--- src/rtl/ifq.sv ---
// Instruction fetch queue: fetches 128-bit lines from a combinational i-cache into a
// circular line buffer and hands out one instruction (with its PC) per pop.
module ifq #(
  parameter int unsigned      DATA_WIDTH       = 32,
  parameter int unsigned      CACHE_LINE_WIDTH = 128,
  parameter int unsigned      IFQ_DEPTH        = 4,
  parameter logic [31:0]      RESET_PC         = 32'h0040_0000
) (
  input  logic                        clk,
  input  logic                        rst_n,
  output logic [DATA_WIDTH-1:0]       PC_in,
  output logic                        rd_en,
  output logic                        abort,
  input  logic [CACHE_LINE_WIDTH-1:0] D_out,
  input  logic                        d_out_valid,
  input  logic                        dispatch_rd_en,
  input  logic                        jmp_branch_valid,
  input  logic [DATA_WIDTH-1:0]       jmp_branch_address,
  output logic [DATA_WIDTH-1:0]       instr_out,
  output logic [DATA_WIDTH-1:0]       pc_out,
  output logic                        empty
);

  localparam int unsigned WORDS      = CACHE_LINE_WIDTH / DATA_WIDTH;
  localparam int unsigned OFF_W      = $clog2(WORDS);
  localparam int unsigned LOW_W      = $clog2(IFQ_DEPTH);
  localparam int unsigned PTR_W      = LOW_W + 1;
  localparam logic [DATA_WIDTH-1:0] LINE_BYTES = DATA_WIDTH'(CACHE_LINE_WIDTH / 8);
  localparam logic [DATA_WIDTH-1:0] LINE_MASK  = LINE_BYTES - DATA_WIDTH'(1);
  localparam logic [DATA_WIDTH-1:0] WORD_BYTES = DATA_WIDTH'(DATA_WIDTH / 8);

  logic [CACHE_LINE_WIDTH-1:0] queue_q [IFQ_DEPTH];

  logic [PTR_W-1:0]      wr_ptr_q, wr_ptr_d;
  logic [PTR_W-1:0]      rd_ptr_q, rd_ptr_d;
  logic [OFF_W-1:0]      rd_offset_q, rd_offset_d;
  logic [DATA_WIDTH-1:0] fetch_pc_q, fetch_pc_d;
  logic [DATA_WIDTH-1:0] pc_out_q, pc_out_d;

  logic                        full;
  logic                        fill;
  logic                        pop;
  logic [CACHE_LINE_WIDTH-1:0] head_line;

  assign full  = (wr_ptr_q[PTR_W-1] != rd_ptr_q[PTR_W-1]) &&
                 (wr_ptr_q[LOW_W-1:0] == rd_ptr_q[LOW_W-1:0]);
  assign empty = (wr_ptr_q == rd_ptr_q);

  assign PC_in  = fetch_pc_q;
  assign rd_en  = !full && rst_n;
  assign abort  = jmp_branch_valid;
  assign pc_out = pc_out_q;

  // A redirect outranks both the fill and the pop of the same cycle.
  assign fill = rd_en && d_out_valid && !jmp_branch_valid;
  assign pop  = dispatch_rd_en && !empty && !jmp_branch_valid;

  // Head word is gated so an empty queue never exposes stale or uninitialised lines.
  always_comb begin
    head_line = queue_q[rd_ptr_q[LOW_W-1:0]];
    instr_out = '0;
    if (!empty) instr_out = head_line[rd_offset_q*DATA_WIDTH +: DATA_WIDTH];
  end

  always_comb begin
    wr_ptr_d    = wr_ptr_q;
    rd_ptr_d    = rd_ptr_q;
    rd_offset_d = rd_offset_q;
    fetch_pc_d  = fetch_pc_q;
    pc_out_d    = pc_out_q;

    if (jmp_branch_valid) begin
      wr_ptr_d    = '0;
      rd_ptr_d    = '0;
      fetch_pc_d  = jmp_branch_address;
      pc_out_d    = jmp_branch_address;
      rd_offset_d = jmp_branch_address[OFF_W+1:2];
    end else begin
      if (fill) begin
        wr_ptr_d   = wr_ptr_q + PTR_W'(1);
        fetch_pc_d = (fetch_pc_q & ~LINE_MASK) + LINE_BYTES;
      end
      if (pop) begin
        pc_out_d    = pc_out_q + WORD_BYTES;
        rd_offset_d = rd_offset_q + OFF_W'(1);
        if (rd_offset_q == OFF_W'(WORDS - 1)) rd_ptr_d = rd_ptr_q + PTR_W'(1);
      end
    end
  end

  // NOTE: sequential state uses non-blocking assignments so every flop samples pre-edge values.
  always_ff @(posedge clk or negedge rst_n) begin
    if (!rst_n) begin
      wr_ptr_q    <= '0;
      rd_ptr_q    <= '0;
      rd_offset_q <= RESET_PC[OFF_W+1:2];
      fetch_pc_q  <= DATA_WIDTH'(RESET_PC);
      pc_out_q    <= DATA_WIDTH'(RESET_PC);
    end else begin
      wr_ptr_q    <= wr_ptr_d;
      rd_ptr_q    <= rd_ptr_d;
      rd_offset_q <= rd_offset_d;
      fetch_pc_q  <= fetch_pc_d;
      pc_out_q    <= pc_out_d;
    end
  end

  // NOTE: the line storage has no reset; the pointers alone define which entries are valid.
  always_ff @(posedge clk) begin
    if (fill) queue_q[wr_ptr_q[LOW_W-1:0]] <= D_out;
  end

endmodule

--- config.mk ---
export PLATFORM = sky130hd
export DESIGN_NAME = ifq
export DESIGN_NICKNAME = d
export VERILOG_FILES = /design/src/rtl/ifq.sv
export SDC_FILE = /design/constraint.sdc
export NUM_CORES = 1
export LEC_CHECK = 0
export CAP_MARGIN = 20
export CORE_UTILIZATION = 68
export CTS_CLUSTER_SIZE = 40
export DETAILED_ROUTE_END_ITERATION = 12
export DONT_BUFFER_PORTS = 1
export HOLD_SLACK_MARGIN = 0.12
export PLACE_DENSITY = 0.9
export SYNTH_ARGS = -nofsm -noshare
export SYNTH_HDL_FRONTEND = slang
export SYNTH_SLANG_ARGS = --single-unit
export TNS_END_PERCENT = 30
--- constraint.sdc ---
create_clock -name clk -period 17.58 [get_ports clk]
set_input_delay 0.879 -clock clk [delete_from_list [all_inputs] [get_ports clk]]
set_output_delay 0.879 -clock clk [all_outputs]
set_load 0.01 [all_outputs]
==> results of run 1 <==
[sequential cells by signal, indices dropped and copies added (netlist names)]
name and count:
rd_offset_q 2, queue_q 512, wr_ptr_q 3, rd_ptr_q 3, PC_in 32, pc_out 32
[power by group]
| part | internal (W) | total [W] | switching (W) |
|---|---|---|---|
| Clock | 0.000698 | 0.00124 | 0.000539 |
| Sequential | 0.00154 | 0.00159 | 0.0000458 |
| Combinational | 0.0000867 | 0.000200 | 0.000113 |
[cells in the final DEF, fill, tap and decap left out, drive strengths merged, types with 9 or more instances in the layout]
cell	n
and3	9
a211oi	20
nand3	26
o21ai	17
or3	16
and4	15
dfrtp	70
nor2b	39
a31oi	29
clkbuf	62
nand2	26
edfxtp	512
o31ai	21
clkinv	31
or4	17
nor2	51
mux4	160
nand4	25
buf	20
nor4	17
inv	17
nor3	13
[worst max-delay path: stages, from the launching register on]
cell and delay, ns:
dfrtp_4 1.01, buf_4 0.86, mux4_2 0.65, mux4_2 0.54
nor2b_1 0.22
[layout make-up]
class	instances	area share
sequential	584	0.6530
multi-input combinational	589	0.2438
clock buffer	62	0.05524
tap	455	0.02163
clock inverter	39	0.01483
timing repair buffer	21	0.008889
inverter	18	0.002567
[how the worst max path moves through the flow]
stage / from / to / cells after the start
floorplan: jmp_branch_valid / queue_q[3][0] / 5
global placement: rd_ptr_q[0] / queue_q[1][108] / 6
detailed placement: rd_ptr_q[0] / queue_q[1][69] / 6
CTS: rd_ptr_q[0] / instr_out[7] / 4
global route: rd_ptr_q[0] / instr_out[7] / 4
finish: rd_ptr_q[0] / instr_out[7] / 4
[cells by family after synthesis]
family | count (synthesis)
and+or+nand+nor | 263
xor gates and xnor gates | 12
muxes | 166
AOI/OAI and AO/OA | 140
adders and majority gates | 8
DFF | 584
buffers and inverters | 94
[repair_timing]
action,4_1_cts,5_1_grt
hold buffers,1,1
gates resized for setup,0,0
hold endpoints to repair,71,1
[routing by layer]
| layer | vias to the layer above | part of all wire |
|---|---|---|
| li1 | 5316 | - |
| met5 | - | 0 |
| met3 | 167 | 0.11 |
| met2 | 1009 | 0.51 |
| met4 | 0 | 0.044 |
| met1 | 6941 | 0.34 |
[metrics by stage]
stage / area [um^2] / hold slack [ns]
floorplan: 23980 / 0.5208
global placement: 24370 / 0.5464
detailed placement: 24400 / 0.5571
CTS: 26270 / 0.1213
global route: 26320 / 0.1705
finish: 26320 / 0.1765
==> key figures, run 1 <==
Clocking
  – Total CTS buffers: 55
  – Clock tree from TritonCTS: done
  – Buffer depth of the longest clock path: 3
  – CTS Root Buffer Type: clkbuf_16
  – Insertion delay to the later sink of the worst-skew pair: 0.61 ns
  – Sink count of the clock tree: 584
  – Post-CTS Repair Setup Buffers: 0
  – H-tree depth: 2
  – Clock input transition at the sequential cells of the worst setup and hold paths: 0.06 ns

GRT
  – Met3 Usage GRT: 0.1118
  – Initial antenna violation count: 0
  – Overflow left after global routing: 0
  – Via count of the first global-routing pass: 13.55k
  – GR met2 Demand/Resource: 0.6021
  – Wire length of the first global-routing pass: 93030 um
  – Met1 track demand over resource: 0.4500
  – Maximum number of pins on one net before global-route repair: 129
  – Layer with the highest usage: met2
  – Aggregate global-route resource usage: 0.3649

Yosys
  – Proportion of netlist area held by the largest area contributor: 0.6410
  – Main combinational cell family by area after synthesis: multiplexers
  – Most frequently used cell type in the post-synthesis netlist: edfxtp_1
  – Fraction of synthesized cell area in xor and xnor cells: 0.004382
  – Ys Warns: 0
  – Area share of fa/ha/maj cells after synthesis: 0.004173
  – EDFF count, synth: 512
  – Cells taking the most area after synthesis: edfxtp_1 64%, mux4_2 15%, dfrtp_1 7.3%
  – Dominant synthesized flop cell: edfxtp_1
  – Cell variety after synth: 57
  – Synthesis-stage register bit count: 584
  – Most frequent cells after synthesis: 512 x edfxtp_1, 160 x mux4_2, 70 x dfrtp_1, 51 x nor2_1, 39 x nor2b_1
  – Share of synthesized area occupied by flip-flops and latches: 0.7163
  – Synthesized area per cell: 18.93 um^2
  – Area fraction in compound gates after synthesis: 0.04330
  – Simple-gate share of the synthesized area: 0.06130
  – Multiplexer fraction of the synthesized cell area: 0.1530
  – Mapped Area: 23980 um^2
  – Top cell type by total area after synthesis: edfxtp_1
  – Synth Net Count: 1440
  – Fraction of synthesis flops using an asynchronous set or reset pin: 0.1233
  – Synthesized netlist cell count: 1267

Finish
  – Area added between synthesis and finish: 9.745%
  – Layout Nets: 1442
  – Final instance count without filler cells: 1768
  – Filler cells: 1683
  – Total area of multi-input combinational cells: 6417 um^2
  – Antenna Cells: 0
  – Share of final-layout standard cells stronger than drive strength 1: 0.2209
  – Utilization after layout: 0.7601
  – Area occupied by registers: 17190 um^2

Floorplan
  – Width of the die: 189.8 um
  – Starting Density: 0.6926
  – Area of the core region: 34630 um^2
  – Die height: 189.8 um
  – Floorplan die area: 36030 um^2
  – Standard-cell row count: 68
  – Io pins: 264

Critical path
  – Worst R2R Setup Slack: 12.87 ns
  – Worst endpoint required time: 16.70 ns
  – WS Path Type: flip-flop to primary output
  – Destination of the worst register-to-register timing path: queue_q[1][101]
  – Worst Path Arrival: 3.92 ns
  – CP Launch Type: flip-flop
  – Maximum fanout along the worst path: 45
  – R2R Path Start: rd_ptr_q[0]
  – Worst Setup End Kind: primary output
  – Depth of the most critical reg-to-reg path: 6

Flow run
  – Max-cap viol count: 0

STA
  – Unrepaired setup endpoints after global routing: false
  – Setup slack after layout: 12.78 ns
  – Period utilization: 0.2728
  – Min cycle time layout: 4.795 ns
  – Total Neg Setup Slack: 0 ns
  – Final number of setup-violating endpoints: 0
  – Final Hold Fails: 0
  – Fmax: 208.5 MHz
  – Pins over their slew limit: 0
  – Tightest slew margin relative to the limit: 0.3598
  – Slew of the pin with the lowest slew margin: 0.9604 ns
  – Maximum clock skew at final layout: 0.03213 ns

Placement
  – I/O Buffers: 0
  – RD Place Congestion: 0.9999
  – Placed instance count: 1663
  – Detailed placement HPWL: 34450 um
  – Setup WS pre-CTS: 12.98 ns

Power
  – Reported leakage power: 8.213 nW
  – Pwr per Cell Area: 114.9 nW/um^2
  – Worst voltage drop across the vdd grid: 108.3 uV
  – Final Total Pwr: 0.003024 W

Detailed routing
  – Wire length per cell: 36.12 um
  – DRC violations left: 0
  – Number of DRC markers after the initial detailed-route iteration: 1623
  – DR vias: 13.43k
  – 1st-pass router iterations: 5
  – Total length of routed wires: 63860 um
  – Post-detailed-route via-to-cell ratio: 7.598
  – ANT nets after route: 0

Run status
  – Status: complete, no violations

Hold path
  – Type of the tightest min-delay check: input pin to async pin
Note: power is estimated with default switching activity, not from simulation.
==> run 2, diff against run 1 <==
--- a/config.mk
+++ b/config.mk
@@ -6,12 +6,12 @@
 export NUM_CORES = 1
 export LEC_CHECK = 0
 export CAP_MARGIN = 20
-export CORE_UTILIZATION = 68
+export CORE_UTILIZATION = 63
 export CTS_CLUSTER_SIZE = 40
 export DETAILED_ROUTE_END_ITERATION = 12
 export DONT_BUFFER_PORTS = 1
 export HOLD_SLACK_MARGIN = 0.12
-export PLACE_DENSITY = 0.9
+export PLACE_DENSITY = 0.85
 export SYNTH_ARGS = -nofsm -noshare
 export SYNTH_HDL_FRONTEND = slang
 export SYNTH_SLANG_ARGS = --single-unit
==> constraint.sdc (replaced) <==
create_clock -name clk -period 4.48 [get_ports clk]
set_input_delay 0.224 -clock clk [delete_from_list [all_inputs] [get_ports clk]]
set_output_delay 0.224 -clock clk [all_outputs]
set_load 0.01 [all_outputs]
==> key figures, run 2 (synthesis gave the netlist of run 1 again) <==
Floorplan
  – Area of the core region: 37580 um^2 (+8.5%)
  – Die height: 197.1 um (+3.9%)
  – Width of the die: 197.1 um (+3.9%)
  – Floorplan die area: 38850 um^2 (+7.9%)
  – Io pins: 264 (unchanged)
  – Starting Density: 0.6383 (-0.05436)
  – Standard-cell row count: 71 (+4.4%)

STA
  – Unrepaired setup endpoints after global routing: false
  – Slew of the pin with the lowest slew margin: 1.126 ns (+0.1656 ns)
  – Final Hold Fails: 0 (unchanged)
  – Min cycle time layout: 3.711 ns
  – Fmax: 269.5 MHz
  – Final-layout worst hold slack: 0.1460 ns (-0.03048 ns)
  – Total Neg Setup Slack: 0 ns (unchanged)
  – Period utilization: 0.8283
  – Setup slack after layout: 0.7694 ns (-12.02 ns)
  – Tightest slew margin relative to the limit: 0.2494 (-0.1104)
  – Pins over their slew limit: 0 (unchanged)
  – Final number of setup-violating endpoints: 0 (unchanged)
  – Maximum clock skew at final layout: 0.03251 ns (+0.0003748 ns)

Finish
  – Commonest non-fill, non-tap cells in the layout: 512 x edfxtp_1, 168 x dlygate4sd3_1, 160 x mux4_2
  – Number of flip-flops under the largest register name: 512 (unchanged)
  – Total area of multi-input combinational cells: 6461 um^2 (+0.68%)
  – Share of final-layout standard cells stronger than drive strength 1: 0.1947 (-0.02614)
  – Layout Nets: 1610 (+12%)
  – Filler cells: 2026 (+20%)
  – Area occupied by registers: 17190 um^2 (about the same)
  – Area added between synthesis and finish: 17.39%
  – Commonest non-fill, non-tap cell in the layout: edfxtp_1

Clocking
  – Clock tree from TritonCTS: done
  – H-tree depth: 2 (unchanged)
  – CTS Root Buffer Type: clkbuf_16
  – Insertion delay to the later sink of the worst-skew pair: 0.63 ns (+0.02 ns)
  – Total CTS buffers: 55 (unchanged)
  – Buffer depth of the longest clock path: 3 (unchanged)
  – Sink count of the clock tree: 584 (unchanged)
  – PostCTS Resize Cnt: 0 (unchanged)
  – Clock input transition at the sequential cells of the worst setup and hold paths: 0.07 ns (about the same)

Critical path
  – Combined buffer and inverter count along the critical path: 1 (unchanged)
  – Worst endpoint required time: 4.26 ns (-12.44 ns)
  – Maximum fanout along the worst path: 37 (-18%)
  – Worst Path Arrival: 3.49 ns (-0.43 ns)
  – Kind of cell with the highest combined delay on the critical path: multiplexers
  – WS Path Type: flip-flop to primary output
  – Crit-path cells: buf_4 > mux4_2 > mux4_2 > nor2b_1
  – Delay of the slowest critical-path stage: 0.75 ns (-0.26 ns)
  – Worst Setup End Kind: primary output
  – Most frequent cell on the critical path: mux4_2
  – CP Launch Type: flip-flop
  – CP max stage cell: dfrtp_4

Power
  – Pwr per Cell Area: 427.4 nW/um^2 (+270%)
  – Reported leakage power: 8.911 nW (+8.5%)
  – Worst voltage drop across the vdd grid: 448.6 uV (+310%)

GRT
  – Wire length of the first global-routing pass: 89640 um (-3.6%)
  – Via count of the first global-routing pass: 13.95k (+3.0%)
  – Initial antenna violation count: 5 (+5)
  – Maximum number of pins on one net before global-route repair: 129 (unchanged)
  – Overflow left after global routing: 0 (unchanged)
  – Aggregate global-route resource usage: 0.3192 (-0.04572)

Detailed routing
  – DRC violations left: 0 (unchanged)
  – ANT nets after route: 0 (unchanged)
  – Number of DRC markers after the initial detailed-route iteration: 1314 (-19%)
  – 1st-pass router iterations: 6 (+1)
  – Total length of routed wires: 60900 um (-4.6%)
  – DR vias: 13.80k (+2.7%)
  – Wire length per cell: 30.54 um (-15%)
  – Post-detailed-route via-to-cell ratio: 6.922 (-8.9%)

Placement
  – Setup WS pre-CTS: 1.261 ns (-11.71 ns)
  – I/O Buffers: 0 (unchanged)
  – RD Place Congestion: 0.9052 (-9.5%)
  – Detailed placement HPWL: 31650 um (-8.1%)

Flow run
  – Max-cap viol count: 0 (unchanged)

Run status
  – Status: complete, no violations

Hold path
  – Type of the tightest min-delay check: input pin to flip-flop
run 2: worst register-to-register path, stage by stage (launching register included):
cell	delay, ns
dfrtp_4	0.75
xor2_4	0.31
o311ai_2	0.31
nor2_1	0.29
and2_4	0.72
buf_4	0.47
run 2: stage by stage:
stage	instances	utilization	cell area [um^2]	power, W
final	1994	0.7492	28150	0.01203
after global routing	1993	0.7492	28150	0.01233
after CTS	1990	0.7490	28140	0.01200
after detailed placement	1721	0.6533	24550	0.007058
after global placement	1721	0.6533	24550	0.007023
after floorplan	1267	-	24060	0.006862
run 2: area by class of cell:
class                           instances  area share
Antenna cell                            4   0.0003555
Tap cell                              511     0.02271
Inverter                               18    0.002400
Clock inverter                         32     0.01471
Timing Repair Buffer                  189     0.06853
Clock buffer                           67     0.05124
Multi-Input combinational cell        589      0.2295
Sequential cell                       584      0.6106
run 2: where the power goes:
group          switching (W)  total, W  internal [W]  leakage (nW)
clock                0.00208   0.00485       0.00277         0.888
sequential          0.000198   0.00624       0.00605          5.48
combinational       0.000498  0.000939      0.000441          2.55
run 2: final timing paths:
| check | slack (ns) | from | to | cells after the start |
|---|---|---|---|---|
| setup / recovery | 0.77 | rd_ptr_q[0] | instr_out[19] | 4 |
| hold / removal | 0.15 | jmp_branch_valid | PC_in[25] | 4 |
| setup reg to reg | 1.30 | rd_ptr_q[0] | queue_q[0][116] | 5 |
| hold reg to reg | 0.57 | PC_in[0] | PC_in[0] | 1 |
| max in group asynchronous | 3.94 | rst_n | rd_ptr_q[1] | 2 |
| min in group asynchronous | 0.18 | rst_n | pc_out[25] | 2 |
run 2: repair_timing:
item / in CTS / in global routing
setup buffers: 0 / 0
hold buffers: 170 / 0
endpoints found under the hold margin: 656 / 0
run 2: layer usage:
layer,global-route usage,part of all wire,vias to the layer above
li1,-,-,5655
met1,0.3857,0.34,6987
met2,0.5614,0.53,991
met3,0.07103,0.099,165
met4,0.1252,0.033,4
met5,0,0.00043,-
